<file path="src/rtl/button_event_gen_if.sv">
// Event bundle between the button event generator and its consumer.
// Carries the debounced level in and the one-cycle event strobes out.
//   clean         - debounced button level (1 = pressed)
//   press_pulse   - strobe on press
//   release_pulse - strobe on release
//   short_press   - strobe on release before the long threshold
//   long_press    - strobe when the hold reaches the long threshold
//   repeat_pulse  - periodic strobe while held after long_press
//   held          - level, high while a press is in progress
interface button_event_gen_if;
    logic clean;
    logic press_pulse;
    logic release_pulse;
    logic short_press;
    logic long_press;
    logic repeat_pulse;
    logic held;

    modport master (
        input  clean,
        output press_pulse,
        output release_pulse,
        output short_press,
        output long_press,
        output repeat_pulse,
        output held
    );

    modport slave (
        output clean,
        input  press_pulse,
        input  release_pulse,
        input  short_press,
        input  long_press,
        input  repeat_pulse,
        input  held
    );
endinterface

</file>
<file path="src/rtl/button_event_gen.sv">
// Turns a clean, debounced button level into registered one-cycle events:
// press, release, short press, long press and auto-repeat while held.
//   clk - system clock, rising edge
//   rst - synchronous, active-high reset
//   bus - event bundle (master side): clean in, strobes and held out
module button_event_gen #(
    parameter int LONG_CYCLES   = 50000000,
    parameter int REPEAT_CYCLES = 10000000,
    parameter int CNT_W         = 26
) (
    input  logic                clk,
    input  logic                rst,
    button_event_gen_if.master  bus
);

    typedef enum logic [1:0] {
        IDLE  = 2'd0,
        PRESS = 2'd1,
        LONG  = 2'd2
    } state_t;

    localparam logic [CNT_W-1:0] LONG_C   = CNT_W'(LONG_CYCLES);
    localparam logic [CNT_W-1:0] REPEAT_C = CNT_W'(REPEAT_CYCLES);

    state_t           state, state_n;
    logic [CNT_W-1:0] cnt, cnt_n, cnt_inc;
    logic             prev;
    logic             rise;

    logic press_q, release_q, short_q, long_q, repeat_q, held_q;
    logic press_n, release_n, short_n, long_n, repeat_n, held_n;

    assign rise    = bus.clean & ~prev;
    assign cnt_inc = cnt + 1'b1;

    // Release always wins over a threshold or repeat on the same edge.
    always_comb begin
        state_n   = state;
        cnt_n     = cnt;
        press_n   = 1'b0;
        release_n = 1'b0;
        short_n   = 1'b0;
        long_n    = 1'b0;
        repeat_n  = 1'b0;
        unique case (state)
            IDLE: begin
                if (rise) begin
                    state_n = PRESS;
                    cnt_n   = '0;
                    press_n = 1'b1;
                end
            end
            PRESS: begin
                if (!bus.clean) begin
                    state_n   = IDLE;
                    cnt_n     = '0;
                    release_n = 1'b1;
                    short_n   = 1'b1;
                end else if (cnt_inc == LONG_C) begin
                    state_n = LONG;
                    cnt_n   = '0;
                    long_n  = 1'b1;
                end else begin
                    cnt_n = cnt_inc;
                end
            end
            LONG: begin
                if (!bus.clean) begin
                    state_n   = IDLE;
                    cnt_n     = '0;
                    release_n = 1'b1;
                end else if (cnt_inc == REPEAT_C) begin
                    cnt_n    = '0;
                    repeat_n = 1'b1;
                end else begin
                    cnt_n = cnt_inc;
                end
            end
            default: begin
                state_n = IDLE;
                cnt_n   = '0;
            end
        endcase
        held_n = (state_n != IDLE);
    end

    // prev resets high so a button held through reset needs a release
    // before it can register a press.
    always_ff @(posedge clk) begin
        if (rst) begin
            state     <= IDLE;
            cnt       <= '0;
            prev      <= 1'b1;
            press_q   <= 1'b0;
            release_q <= 1'b0;
            short_q   <= 1'b0;
            long_q    <= 1'b0;
            repeat_q  <= 1'b0;
            held_q    <= 1'b0;
        end else begin
            state     <= state_n;
            cnt       <= cnt_n;
            prev      <= bus.clean;
            press_q   <= press_n;
            release_q <= release_n;
            short_q   <= short_n;
            long_q    <= long_n;
            repeat_q  <= repeat_n;
            held_q    <= held_n;
        end
    end

    assign bus.press_pulse   = press_q;
    assign bus.release_pulse = release_q;
    assign bus.short_press   = short_q;
    assign bus.long_press    = long_q;
    assign bus.repeat_pulse  = repeat_q;
    assign bus.held          = held_q;

endmodule
</file>
<file path="src/flat_wrapper.sv">
// flat-port wrapper written by rule: the top's interface ports become plain ports
module button_event_gen_flat 
#(
    parameter int LONG_CYCLES   = 50000000,
    parameter int REPEAT_CYCLES = 10000000,
    parameter int CNT_W         = 26
)
  (clk, rst, bus_clean, bus_press_pulse, bus_release_pulse, bus_short_press, bus_long_press, bus_repeat_pulse, bus_held);
  button_event_gen_if bus_i ();
  input  logic clk;
  input  logic rst;
  input wire logic [$bits(bus_i.clean)-1:0] bus_clean;
  output wire logic [$bits(bus_i.press_pulse)-1:0] bus_press_pulse;
  output wire logic [$bits(bus_i.release_pulse)-1:0] bus_release_pulse;
  output wire logic [$bits(bus_i.short_press)-1:0] bus_short_press;
  output wire logic [$bits(bus_i.long_press)-1:0] bus_long_press;
  output wire logic [$bits(bus_i.repeat_pulse)-1:0] bus_repeat_pulse;
  output wire logic [$bits(bus_i.held)-1:0] bus_held;
  assign bus_i.clean = bus_clean;
  assign bus_press_pulse = bus_i.press_pulse;
  assign bus_release_pulse = bus_i.release_pulse;
  assign bus_short_press = bus_i.short_press;
  assign bus_long_press = bus_i.long_press;
  assign bus_repeat_pulse = bus_i.repeat_pulse;
  assign bus_held = bus_i.held;
  button_event_gen #(.LONG_CYCLES(LONG_CYCLES), .REPEAT_CYCLES(REPEAT_CYCLES), .CNT_W(CNT_W)) u_core (.clk(clk), .rst(rst), .bus(bus_i));
endmodule
</file>
<file path="config.mk">
export PLATFORM = sky130hd
export DESIGN_NAME = button_event_gen_flat
export DESIGN_NICKNAME = d
export VERILOG_FILES = /design/src/rtl/button_event_gen_if.sv /design/src/rtl/button_event_gen.sv /design/src/flat_wrapper.sv
export SDC_FILE = /design/constraint.sdc
export NUM_CORES = 1
export LEC_CHECK = 0
export ABC_AREA = 1
export BUFFER_PORTS_ARGS = -buffer_cell sky130_fd_sc_hd__buf_2
export CAP_MARGIN = 0
export CORE_MARGIN = 2
export CORE_UTILIZATION = 35
export CTS_CLUSTER_SIZE = 28
export DETAILED_ROUTE_END_ITERATION = 16
export MAX_ROUTING_LAYER = met4
export PLACE_DENSITY = 0.55
export SLEW_MARGIN = 20
export SYNTH_ARGS = -nofsm -noshare
export SYNTH_HDL_FRONTEND = slang
export SYNTH_SLANG_ARGS = --single-unit
</file>
<file path="constraint.sdc">
create_clock -name clk -period 2.3 [get_ports clk]
set_input_delay 0.23 -clock clk [delete_from_list [all_inputs] [get_ports clk]]
set_output_delay 0.23 -clock clk [all_outputs]
set_load 0.02 [all_outputs]
</file>
[Yosys cells after proc, flatten, opt, wreduce, memory -nomap -nowiden]
Index checks and enable logic that the tools add are counted.
Word-level totals
  register bits after elaboration: 35
  output and inout bits: 6
  bits in latches: 0
  ROM bits: 0
  memories kept: 0
  RAM bits: 0
Operators by class
  equal/unequal tests: 5
  reductions and logical operators: 8
  shifts and indexed selects: 0
  add/sub/neg operators: 1
  divide/modulo/power cells: 0
  $mul: 0
  bitwise operators: 7
  multiplexer cells: 15
  order comparisons: 0
Operators with widths (number)
  26-bit two-way mux: 5
  26-bit one-hot mux with 3 select lines: 1
  26-bit by 1-bit adder with 26-bit output (second input constant): 1
  26-bit by 24-bit == test with 1-bit output (second input constant): 1
  26-bit == test (second input constant): 1
  2-bit two-way mux: 4
  2-bit OR reduction: 4
  1-bit NOT: 6
  2-bit one-hot mux with 3 select lines: 1
  3-bit OR reduction: 2
  1-bit two-way mux: 4
  2-bit by 1-bit == test with 1-bit output (second input constant): 1
  2-bit == test (second input constant): 1
  2-bit zero test: 1
  2-bit by 1-bit inequality test with 1-bit output (second input constant): 1
  2-bit nonzero test: 1
  1-bit AND: 1

[Longest topological paths before layout]
Gate-level depths: netlist of run 1.
  word-level depth: 6
  depth in mapped cells: 18
  depth with buffers taken out: 18

[Least setup slack after synthesis of run 1]
No wires, ideal clock.
  kind: flip-flop to flip-flop
  start: register u_core.cnt[1]
  end: register u_core.cnt[1]
  clock period less this slack: 2.029 ns
  arrival: 1.897 ns
  setup slack: 0.271 ns
  cell stages (with the launch flop): 15
  cells stage by stage: dfxtp_1 -> ha_1 -> nand2_1 -> nor2_2 -> nand2_1 -> nor2_1 -> xnor2_1 -> nand3_1 -> nor2_2 -> nand3_2 -> nand2_2 -> nand2_4 -> buf_6 -> nand3_2 -> a21oi_1
On the way
  longest elaborated chain between the ends: 5
  elaborated cells between the ends (all ways): 8
  classes of those cells: add/sub: 1; eq/ne: 2; mux: 5
RTL lines
  start: declaration: RTL line button_event_gen.sv:26  | logic [CNT_W-1:0] cnt, cnt_n, cnt_inc;
  start signal: assignment: RTL line button_event_gen.sv:102  | cnt <= cnt_n;
  26-bit by 1-bit adder with 26-bit output (*): RTL line button_event_gen.sv:34  | assign cnt_inc = cnt + 1'b1;
  26-bit by 24-bit == test with 1-bit output / 26-bit == test (equally long branches): RTL line button_event_gen.sv:72, button_event_gen.sv:59
  26-bit two-way mux, on equally long branches: RTL line button_event_gen.sv:72, button_event_gen.sv:59
  26-bit two-way mux, on equally long branches: RTL line button_event_gen.sv:68, button_event_gen.sv:54
  26-bit one-hot mux with 3 select lines (*): RTL line button_event_gen.sv:45  | unique case (state)
Mark *: on every way between the ends. The rest lies on a longest branch, timed or not.
A chain may end at the register's enable or synchronous reset.

[Final worst setup path of run 1]
  start: register u_core.cnt[1]
  end: register u_core.cnt[13]
The elaborated chain is that of the path after synthesis.

==> results.md, run 1 <==
* DIE AREA at just under 8000 µm²
* Routability Congestion at a little under 0.9
* Synthesis Warnings at 0
* Slew HR at between 50% and 60%
* Largest regs: u_core.cnt: 26 flops, u_core.state: 2 flops
* Initial antenna violation count at 0
* Routed len/inst at 14.07 µm
* Io pins at 9
* Port Buf Inserts at 8
* H-tree depth at 2
* Reg power frac at about 45%
* Largest reg by FF count: u_core.cnt
* Fin crit share at 100.1%
* Unique cell type count in the Yosys netlist at 24
* Pwr per Cell Area at 403.8 nW/µm²
* Mapped Area at approximately 2500 µm²
* Global route hottest layer: met2
* Total power at approximately 1400 µW
* Detailed-route DRC error count at 0
* Sw frac at about 22%
* Post-route minimum period at ~2.3 ns
* Share of cells above drive strength 1 at approximately 34%
* Reg2reg end: u_core.cnt[13]
* Synthesized instance count at just over 400
* Status: finished with violations
* Reg-to-Reg Start: u_core.cnt[1]
* Max Slew Vio Count at 0
* Clock Latency Late Sink at 0.31 ns
* Setup Skew at 0.01549 ns
* Post-Route WL at 7793 µm
* GRT Total Usage at around a fifth
* Final net count at between 400 and 500
* Inserted Diodes at 0
* Violated checks: negative setup slack
* Post-route cell area at around 3400 µm²
* Clock-pin slew on the worst setup and hold paths at 0.07 ns
* Leak at between 0.001 and 0.0015 µW
* Mapped Nets at roughly 420
* Initial Util at 36.35%
* Critical Path Start Type: flop
* Detailed router's first-iteration violation count at between 150 and 200
* GRT overflow at 0
* Setup crit end kind: flop
* Final ANT Viol Nets at 0
* Max FFs per register at 26
* Worst EP arrival at between 2 and 2.5 ns
* Largest net degree at the start of global routing at 31
* Maximum VDD drop at between 0.2 and 0.3 mV
* Seq/Total Area, Yosys at roughly 28%
* Number of global-route vias before repair at approximately 2500
* WS Path Type: reg2reg
* CP max FO at 6
* Average vias per placed instance at 4.933
* Die height at 88.01 µm
* Met1 usage at between 20% and 30%
* Internal power at roughly 1100 µW
* HP Class: in2reg
* Drt pass-1 iters at 5
* P_sw at 304.7 µW
* Placed cell areas at roughly 2800 µm²
* Met3 usage at under 10%
* Core Area at around 6800 µm²
* Hold path startpoint: bus_clean
* CTS Buf Count at 5
* FP Rows at 30
* Logic pwr share at under 10%
* Layout area overhead at 36.93%
* Pre-CTS setup slack at -0.1170 ns
* Yosys reg bits at 35
* Unrepaired setup endpoints after global routing: yes
* Most common cell after layout, fill and taps aside: nand2_1
* Via count at around 2700
* Die width at 88.01 µm
* WHS Path Cells at 2
* HPWL after DPL at a little over 5000 µm
* Clk sinks at 35
* Avg Inst Size Synth at 6.054 µm²
* Worst Path Required at about 2.5 ns
* Setup-failing EPs final at 1
* Fill count at 677
* # hold bufs at CTS at 0
* Reg2Reg Depth at 14
* Most frequent cells in the layout: nand2_1 (125), inv_1 (50), buf_4 (38)
* Max Fclk at 434.2 MHz
* Clock network power share at 49.7%
* Hold EP: u_core.bus.short_press
* PnR worst setup slack at -0.003230 ns
* Root Driver: clkbuf_8
* Worst-margin pin slew at 0.6573 ns
* Final Hold Viols at 0
* CTS tree: done
* Met2 Use GR at 31.61%
* Worst reg2reg setup slack at -0.003 ns
* First-pass GRT wire length at approximately 12000 µm
* Max Root-Sink Buffers at 2
* Setup TNS at -0.003230 ns
* Max Cap Violations at 0
critical path, stage by stage, from the launching register on:
cell and delay [ns]:
dfxtp_2 0.36, buf_6 0.12, nand2_4 0.05, nor2_4 0.22, nand2_4 0.13, nor2_4 0.17, nand4_1 0.12, nand2_2 0.12
nand3_1 0.13, nor2_2 0.20, nand3_4 0.13, nand2_8 0.15, nand2_8 0.11, nand3_2 0.09, a21oi_2 0.05
metrics by stage:
stage	cells	utilization, %	hold WS, ns
final	554	49.78	0.1451
after global routing	554	49.78	0.1583
after CTS	545	44.59	0.1431
after detailed placement	533	41.34	0.4642
after global placement	533	41.34	0.4682
after floorplan	408	-	0.3020
worst max path at each step:
| stage | startpoint | end | slack [ns] | cells after the start |
|---|---|---|---|---|
| after CTS | u_core.cnt[1] | u_core.cnt[13] | -0.01 | 16 |
| after global placement | u_core.cnt[0] | u_core.cnt[21] | -0.06 | 16 |
| final | u_core.cnt[1] | u_core.cnt[13] | -0.003 | 14 |
| after detailed placement | u_core.cnt[0] | u_core.cnt[13] | -0.12 | 14 |
| after global routing | u_core.cnt[1] | u_core.cnt[15] | -0.14 | 17 |
| after floorplan | u_core.cnt[1] | u_core.cnt[1] | 0.27 | 14 |
power groups by stage:
stage	logic [µW]	registers [µW]	clock network, µW
6_report	77.1	610	678
5_1_grt	84.5	610	713
4_1_cts	71.0	611	689
3_5_place_dp	66.3	626	0
3_3_place_gp	66.5	626	0
2_1_floorplan	42.0	628	0
layout make-up:
| type | instances | area, µm² | area share (%) |
|---|---|---|---|
| Clock buffer | 6 | 72.57 | 2.146 |
| Clock inverter | 2 | 60.06 | 1.776 |
| Inverter | 50 | 187.7 | 5.549 |
| Multi-Input combinational cell | 317 | 1878 | 55.53 |
| Sequential cell | 35 | 715.7 | 21.16 |
| Tap cell | 96 | 120.1 | 3.552 |
| Timing Repair Buffer | 48 | 347.8 | 10.28 |
logic make-up (layout without fill, tap and decap cells):
group                    after synthesis  after routing  share of synthesized area, %
AND/OR/NAND/NOR                      271            274                         50.91
adder cells (fa/ha/maj)                5              5                         2.533
XOR/XNOR                               4              4                         1.419
buffers and inverters                 59            106                         9.676
AO/OA/AOI/OAI                         34             34                         7.092
flip-flops                            35             35                         28.37
per-layer routing:
layer	share of wire [%]	wire length, µm
met5	0	0
met4	2.5	195
met3	4.5	349
met2	48	3720
met1	45	3526
Yosys cell counts:
cell type	count	area share, %
nor2_1	44	6.7
clkbuf_1	5	0.76
nand3b_1	2	0.61
xor2_1	3	1.1
nand3_1	33	6.7
inv_1	50	7.6
nor3b_2	1	0.51
dfxtp_1	35	28
ha_1	5	2.5
xnor2_1	1	0.35
o21bai_1	2	0.61
buf_2	2	0.41
nor2_2	8	2.0
nand2_4	2	0.91
nor3_1	4	0.81
o21ai_0	2	0.41
nand3_2	12	4.9
a21oi_1	27	5.5
nand2_2	6	1.5
buf_6	2	0.91
nand4_1	6	1.5
nand2_1	148	22
nor2_4	5	2.3
o21ai_1	3	0.61
what timing repair did:
item	in CTS	in global routing
cloned	1	2
setup endpoints to repair	24	28
buffers inserted	3	7
pin swaps	6	29
resized for setup	12	75
(Power assumes the default switching activity.)
==> run 2, diff against run 1 <==
==> constraint.sdc (replaced) <==
create_clock -name clk -period 2.2 [get_ports clk]
set_input_delay 0.22 -clock clk [delete_from_list [all_inputs] [get_ports clk]]
set_output_delay 0.22 -clock clk [all_outputs]
set_load 0.02 [all_outputs]
==> results.md, run 2 (synthesis results as in run 1) <==
* Status: finished with violations
* Violated checks: negative setup slack
* P_sw at 323.0 µW (+6.0%)
* CP max FO at 6 (unchanged)
* Post-route minimum period at 2.250 ns (-0.05279 ns)
* Crit-path cells: buf_6 > nand2_4 > nor2_4 > nand2_4 > nor2_4 > nand3_2 > nand2_2 > nand2_4 > nor2_2 > nand2_1 > nor2_2 > nand2_2 > nand2_8 > nand2_8 > nand3_2 > a21oi_1
* Initial antenna violation count at 0 (unchanged)
* Setup Skew at 0.006572 ns (-0.008917 ns)
* PnR worst setup slack at -0.05044 ns (-0.04721 ns)
* Number of global-route vias before repair at 2777 (+13%)
* Slew HR at 57.20% (+1.0 points)
* CP max-delay cell: dfxtp_4
* DIE AREA at 7745 µm² (unchanged)
* Die width at 88.01 µm (unchanged)
* Worst-margin pin slew at 0.6420 ns (-0.01530 ns)
* Reg2Reg Depth at 16 (+2)
* Clock network power share at 40.0% (-9.7 points)
* Final net count at 495 (+6.5%)
* Hold EP: u_core.bus.short_press
* Io pins at 9 (unchanged)
* Reg-to-Reg Start: u_core.cnt[1]
* Crit path max-delay family: simple AND/OR/NAND/NOR gates
* Inserted Diodes at 0 (unchanged)
* Max Root-Sink Buffers at 2 (unchanged)
* Core Area at 6794 µm² (unchanged)
* Sw frac at 27.11% (+4.8 points)
* Final ANT Viol Nets at 0 (unchanged)
* Max Cap Violations at 0 (unchanged)
* Fin crit share at 102.3% (+2.2 points)
* Final Hold Viols at 0 (unchanged)
* Reg2reg end: u_core.cnt[11]
* H-tree depth at 2 (unchanged)
* # hold bufs at CTS at 0 (unchanged)
* Maximum VDD drop at 0.2909 mV (+2.6%)
* Reg power frac at 53.1% (+8.4 points)
* Pre-CTS setup slack at -0.2140 ns (-0.09703 ns)
* WS Path Type: reg2reg
* Detailed router's first-iteration violation count at 155 (-18%)
* Internal power at 868.3 µW (-18%)
* Pwr per Cell Area at 332.3 nW/µm² (-18%)
* Crit-path max cell delay at 0.37 ns (about the same)
* Unrepaired setup endpoints after global routing: yes
* GRT Total Usage at 22.59% (+2.2 points)
* Routed len/inst at 13.44 µm (-4.4%)
* Share of cells above drive strength 1 at 38.93% (+4.9 points)
* Routability Congestion at 0.8944 (+0.71%)
* Logic pwr share at 6.9% (+1.3 points)
* Worst EP arrival at 2.40 ns (-0.06 ns)
* FP Rows at 30 (unchanged)
* Most frequent cells in the layout: nand2_1 (124), buf_4 (67), inv_1 (49)
* GRT overflow at 0 (unchanged)
* HPWL after DPL at 5219 µm (+3.2%)
* Max Fclk at 444.4 MHz (+2.3%)
* WP depth at 16 (+2)
* Drt pass-1 iters at 4 (-1)
* First-pass GRT wire length at 13160 µm (+12%)
* Post-Route WL at 7851 µm (+0.74%)
* Root Driver: clkbuf_8
* Setup-failing EPs final at 24 (+23)
* HP Class: in2reg
* Worst path bufs/invs at 1 (unchanged)
* Fin Hold WS at 0.1428 ns (-0.002338 ns)
* Most common cell after layout, fill and taps aside: nand2_1
* Leak at 0.001461 µW (+11%)
* Largest regs: u_core.cnt: 26 flops, u_core.state: 2 flops
* Worst Path Required at 2.35 ns (-0.10 ns)
* Hold path startpoint: bus_clean
* Max FFs per register at 26 (unchanged)
* Final core occ at 52.76% (+3.0 points)
* Critical Path Start Type: flop
* Average vias per placed instance at 4.798 (-2.7%)
* Most used cell, CP: nand2_4
* Largest net degree at the start of global routing at 31 (unchanged)
* Largest reg by FF count: u_core.cnt
* WHS Path Cells at 2 (unchanged)
* Via count at 2802 (+2.5%)
* Clock-pin slew on the worst setup and hold paths at 0.08 ns (about the same)
* Layout area overhead at 45.14%
* Port Buf Inserts at 8 (unchanged)
* Setup crit end kind: flop
* Fill count at 671 (-0.89%)
* Initial Util at 36.35% (unchanged)
* Detailed-route DRC error count at 0 (unchanged)
* Clock Latency Late Sink at 0.29 ns (-0.02 ns)
* Die height at 88.01 µm (unchanged)
* CTS Buf Count at 5 (unchanged)
* Worst reg2reg setup slack at -0.05 ns (-0.05 ns)
* CTS tree: done
* Max Slew Vio Count at 0 (unchanged)
* Clk sinks at 35 (unchanged)
## run 2: cell types whose count changed in the layout (fill, tap and decap cells not counted), sizes merged
cell	change
clkbuf	-1
bufinv	-2
buf	+30
clkinv	+3
## run 2: worst reg2reg max path, cell delays in order (launching register included)
cell	delay, ns
dfxtp_4	0.37
buf_6	0.11
nand2_4	0.05
nor2_4	0.23
nand2_4	0.13
nor2_4	0.15
nand3_2	0.09
nand2_2	0.10
nand2_4	0.07
nor2_2	0.10
nand2_1	0.06
nor2_2	0.14
nand2_2	0.12
nand2_8	0.16
nand2_8	0.11
nand3_2	0.07
a21oi_1	0.06
## run 2: routing by layer
metal  global-route usage [%]  vias to the layer above  wire length, µm
met5                        -                        -                0
met4                    5.874                        0              180
met3                    3.016                       18              333
met2                    37.95                       49             3791
met1                    28.51                     1301             3545
li1                         -                     1434                -
## run 2: stage by stage
step / power [µW] / TNS, ns / cell area (µm²) / std cells
finish: 1191 / -0.8908 / 3585 / 584
global route: 1233 / -4.413 / 3585 / 584
CTS: 1207 / -2.179 / 3352 / 577
detailed placement: 722.7 / -4.051 / 2982 / 556
global placement: 722.1 / -2.932 / 2982 / 556
floorplan: 700.8 / 0 / 2470 / 408
## run 2: final cells by class
type,instances,area (µm²),area share [%]
inverters,50,187.7,5.236
clock inverters,3,15.01,0.4188
clock buffers,5,68.82,1.920
repair buffers,78,576.8,16.09
multi-input cells,317,1891,52.74
well taps,96,120.1,3.351
flip-flops and latches,35,725.7,20.24
## run 2: power by group through the flow
| stage | Sequential, µW | Combinational [µW] | Clock (µW) |
|---|---|---|---|
| global placement | 654 | 68.2 | 0 |
| detailed placement | 654 | 68.7 | 0 |
| CTS | 639 | 79.3 | 488 |
| floorplan | 657 | 43.9 | 0 |
| global route | 633 | 90.1 | 510 |
| finish | 633 | 82.2 | 476 |
## run 2: worst max-delay path by stage
stage	end	startpoint
floorplan	u_core.cnt[1]	u_core.cnt[1]
CTS	u_core.cnt[1]	u_core.cnt[1]
finish	u_core.cnt[11]	u_core.cnt[1]
global route	u_core.cnt[12]	u_core.cnt[1]
global placement	u_core.cnt[21]	u_core.cnt[0]
detailed placement	u_core.cnt[17]	u_core.cnt[0]
## run 2: what timing repair did
| action | 4_1_cts | 5_1_grt |
|---|---|---|
| resized for setup | 40 | 55 |
| hold endpoints to repair | 0 | 0 |
| setup endpoints to repair | 25 | 30 |
| pin swaps | 18 | 33 |
| buffers inserted | 10 | 7 |
| cloned | 3 | 0 |
==> run 3, diff against run 2 <==
--- a/config.mk
+++ b/config.mk
@@ -9,11 +9,12 @@
 export BUFFER_PORTS_ARGS = -buffer_cell sky130_fd_sc_hd__buf_2
 export CAP_MARGIN = 0
 export CORE_MARGIN = 2
-export CORE_UTILIZATION = 35
+export CORE_UTILIZATION = 30
 export CTS_CLUSTER_SIZE = 28
 export DETAILED_ROUTE_END_ITERATION = 16
 export MAX_ROUTING_LAYER = met4
-export PLACE_DENSITY = 0.55
+export PLACE_DENSITY = 0.5
+export SETUP_SLACK_MARGIN = 0.4
 export SLEW_MARGIN = 20
 export SYNTH_ARGS = -nofsm -noshare
 export SYNTH_HDL_FRONTEND = slang
==> results.md, run 3 (synthesis results as in run 1) <==
* Max Root-Sink Buffers at 2 (unchanged)
* GRT overflow at 0 (unchanged)
* Number of global-route vias before repair at 2665 (-4.0%)
* Largest reg by FF count: u_core.cnt
* Most frequent cells in the layout: nand2_1 (134), buf_4 (61), inv_1 (49)
* Routed len/inst at 13.87 µm (+3.1%)
* Worst path bufs/invs at 1 (unchanged)
* Largest regs: u_core.cnt: 26 flops, u_core.state: 2 flops
* Fin crit share at 101.8% (-0.47 points)
* Post-route minimum period at 2.240 ns (-0.01026 ns)
* Placed cells at 564 (+1.4%)
* Average vias per placed instance at 4.760 (-0.80%)
* Clk sinks at 35 (unchanged)
* Final Hold Viols at 0 (unchanged)
* Via count at 2794 (-0.29%)
* Worst EP arrival at 2.41 ns (about the same)
* Clock-pin slew on the worst setup and hold paths at 0.08 ns (about the same)
* Inserted Diodes at 0 (unchanged)
* Detailed-route DRC error count at 0 (unchanged)
* Crit-path max cell delay at 0.39 ns (+0.02 ns)
* Worst reg2reg setup slack at -0.04 ns (about the same)
* Initial Util at 30.52% (-5.8 points)
* Leak at 0.001407 µW (-3.7%)
* Max FFs per register at 26 (unchanged)
* Setup TNS at -0.5274 ns (+0.3633 ns)
* Die width at 94.74 µm (+7.6%)
* Final net count at 489 (-1.2%)
* # hold bufs at CTS at 0 (unchanged)
* CTS Buf Count at 5 (unchanged)
* Reg-to-Reg Start: u_core.cnt[1]
* Maximum VDD drop at 0.2380 mV (-18%)
* CTS tree: done
* WP depth at 14 (-2)
* Max Cap Violations at 0 (unchanged)
* Io pins at 9 (unchanged)
* Core Area at 8093 µm² (+19%)
* Layout area overhead at 40.98%
* Drt pass-1 iters at 4 (unchanged)
* Clock Latency Late Sink at 0.29 ns (about the same)
* First-pass GRT wire length at 12930 µm (-1.7%)
* Routability Congestion at 0.9034 (+1.0%)
* Die height at 94.74 µm (+7.6%)
* Worst Path Required at 2.37 ns (+0.02 ns)
* Initial antenna violation count at 0 (unchanged)
* FP Rows at 33 (+10%)
* Non-Filler Instances at 587 (+0.51%)
* Unrepaired setup endpoints after global routing: yes
* Violated checks: negative setup slack
* Crit-path cells: ha_4 > nand2_4 > nor2_4 > nand2_2 > xor2_2 > inv_1 > nor2_2 > nand3_1 > nor2_2 > nand3_4 > nand2_8 > nand2_8 > nand3_2 > a21oi_1
* Port Buf Inserts at 8 (unchanged)
* Reg2reg end: u_core.cnt[1]
* Root Driver: clkbuf_8
* Most common cell after layout, fill and taps aside: nand2_1
* Pwr per Cell Area at 343.4 nW/µm² (+3.3%)
* H-tree depth at 2 (unchanged)
* CP max-delay cell: dfxtp_4
* HPWL after DPL at 5521 µm (+5.8%)
* Post-Route WL at 8139 µm (+3.7%)
* Setup-failing EPs final at 24 (unchanged)
* WS Path Type: reg2reg
* Worst-margin pin slew at 0.3661 ns (-0.2758 ns)
* Detailed router's first-iteration violation count at 164 (+5.8%)
* Setup crit end: u_core.cnt[1]
* Max Slew Vio Count at 0 (unchanged)
* GRT Total Usage at 19.29% (-3.3 points)
* Largest net degree at the start of global routing at 28 (-9.7%)
* Status: finished with violations
* Share of cells above drive strength 1 at 34.65% (-4.3 points)
* Reg2Reg Depth at 14 (-2)
* Worst Setup SP: u_core.cnt[1]
* Slew HR at 75.42% (+18 points)
* HP Class: in2reg
* PnR worst setup slack at -0.04019 ns (+0.01026 ns)
* CP max FO at 6 (unchanged)
* Crit path max-delay family: simple AND/OR/NAND/NOR gates
* Max Fclk at 446.4 MHz (+0.46%)
* Setup crit end kind: flop
* Setup Skew at 0.007925 ns (+0.001353 ns)
* Critical Path Start Type: flop
* Final ANT Viol Nets at 0 (unchanged)
* DIE AREA at 8975 µm² (+16%)
run 3: cell count changes in the layout (fill, tap and decap cells not counted), sizes merged:
cell,previous run,this run
buf,78,72
clkinv,3,1
clkbuf,5,6
clkinvlp,0,1
run 3: timing repair:
action                                  4_1_cts  5_1_grt
pin swaps                                    17       25
endpoints found under the setup margin       30       30
setup buffers                                 4        8
resized for setup                            24       42
cloned                                        3        0
run 3: where the power goes:
part	leakage (µW)	switching, µW	internal, µW
clock network	0.0000412	258	222
registers	0.000289	1.98	633
logic	0.00108	61.9	18.8
total	0.00141	322	874
run 3: cell type report:
cell class	instances	area, µm²
fill	884	4611
multi-input combinational	317	1823
sequential	35	720.7
timing repair buffer	72	531.8
inverter	50	190.2
tap	105	131.4
clock buffer	6	72.57
clock inverter	2	12.51
run 3: layer usage:
metal  vias up  global-route usage, %  part of all wire [%]
met5         -                      -                     0
met3        13                  3.192                   3.5
met2        56                  31.91                    46
met4         0                  3.986                   1.5
li1       1432                      -                     -
met1      1293                  24.85                    49
run 3: metrics by stage:
step                area [µm²]  utilization (%)  total power, µW  setup WS, ns  hold WS, ns
floorplan                 2507                -            700.3        0.2905       0.2920
global placement          3019            37.31            722.9       -0.1214       0.4578
detailed placement        3019            37.31            723.4       -0.1658       0.4540
CTS                       3268            40.38             1217      -0.02446       0.1348
global route              3482            43.03             1232       -0.1646       0.1654
finish                    3482            43.03             1196      -0.04019       0.1446
run 3: worst min path at each step:
| stage | cells after the start | slack (ns) | from | endpoint |
|---|---|---|---|---|
| finish | 2 | 0.14 | bus_clean | u_core.bus.short_press |
| global route | 2 | 0.17 | bus_clean | u_core.bus.short_press |
| detailed placement | 2 | 0.45 | bus_clean | u_core.bus.short_press |
| global placement | 2 | 0.46 | bus_clean | u_core.bus.short_press |
| CTS | 2 | 0.13 | bus_clean | u_core.bus.short_press |
| floorplan | 1 | 0.29 | bus_clean | u_core.bus.short_press |
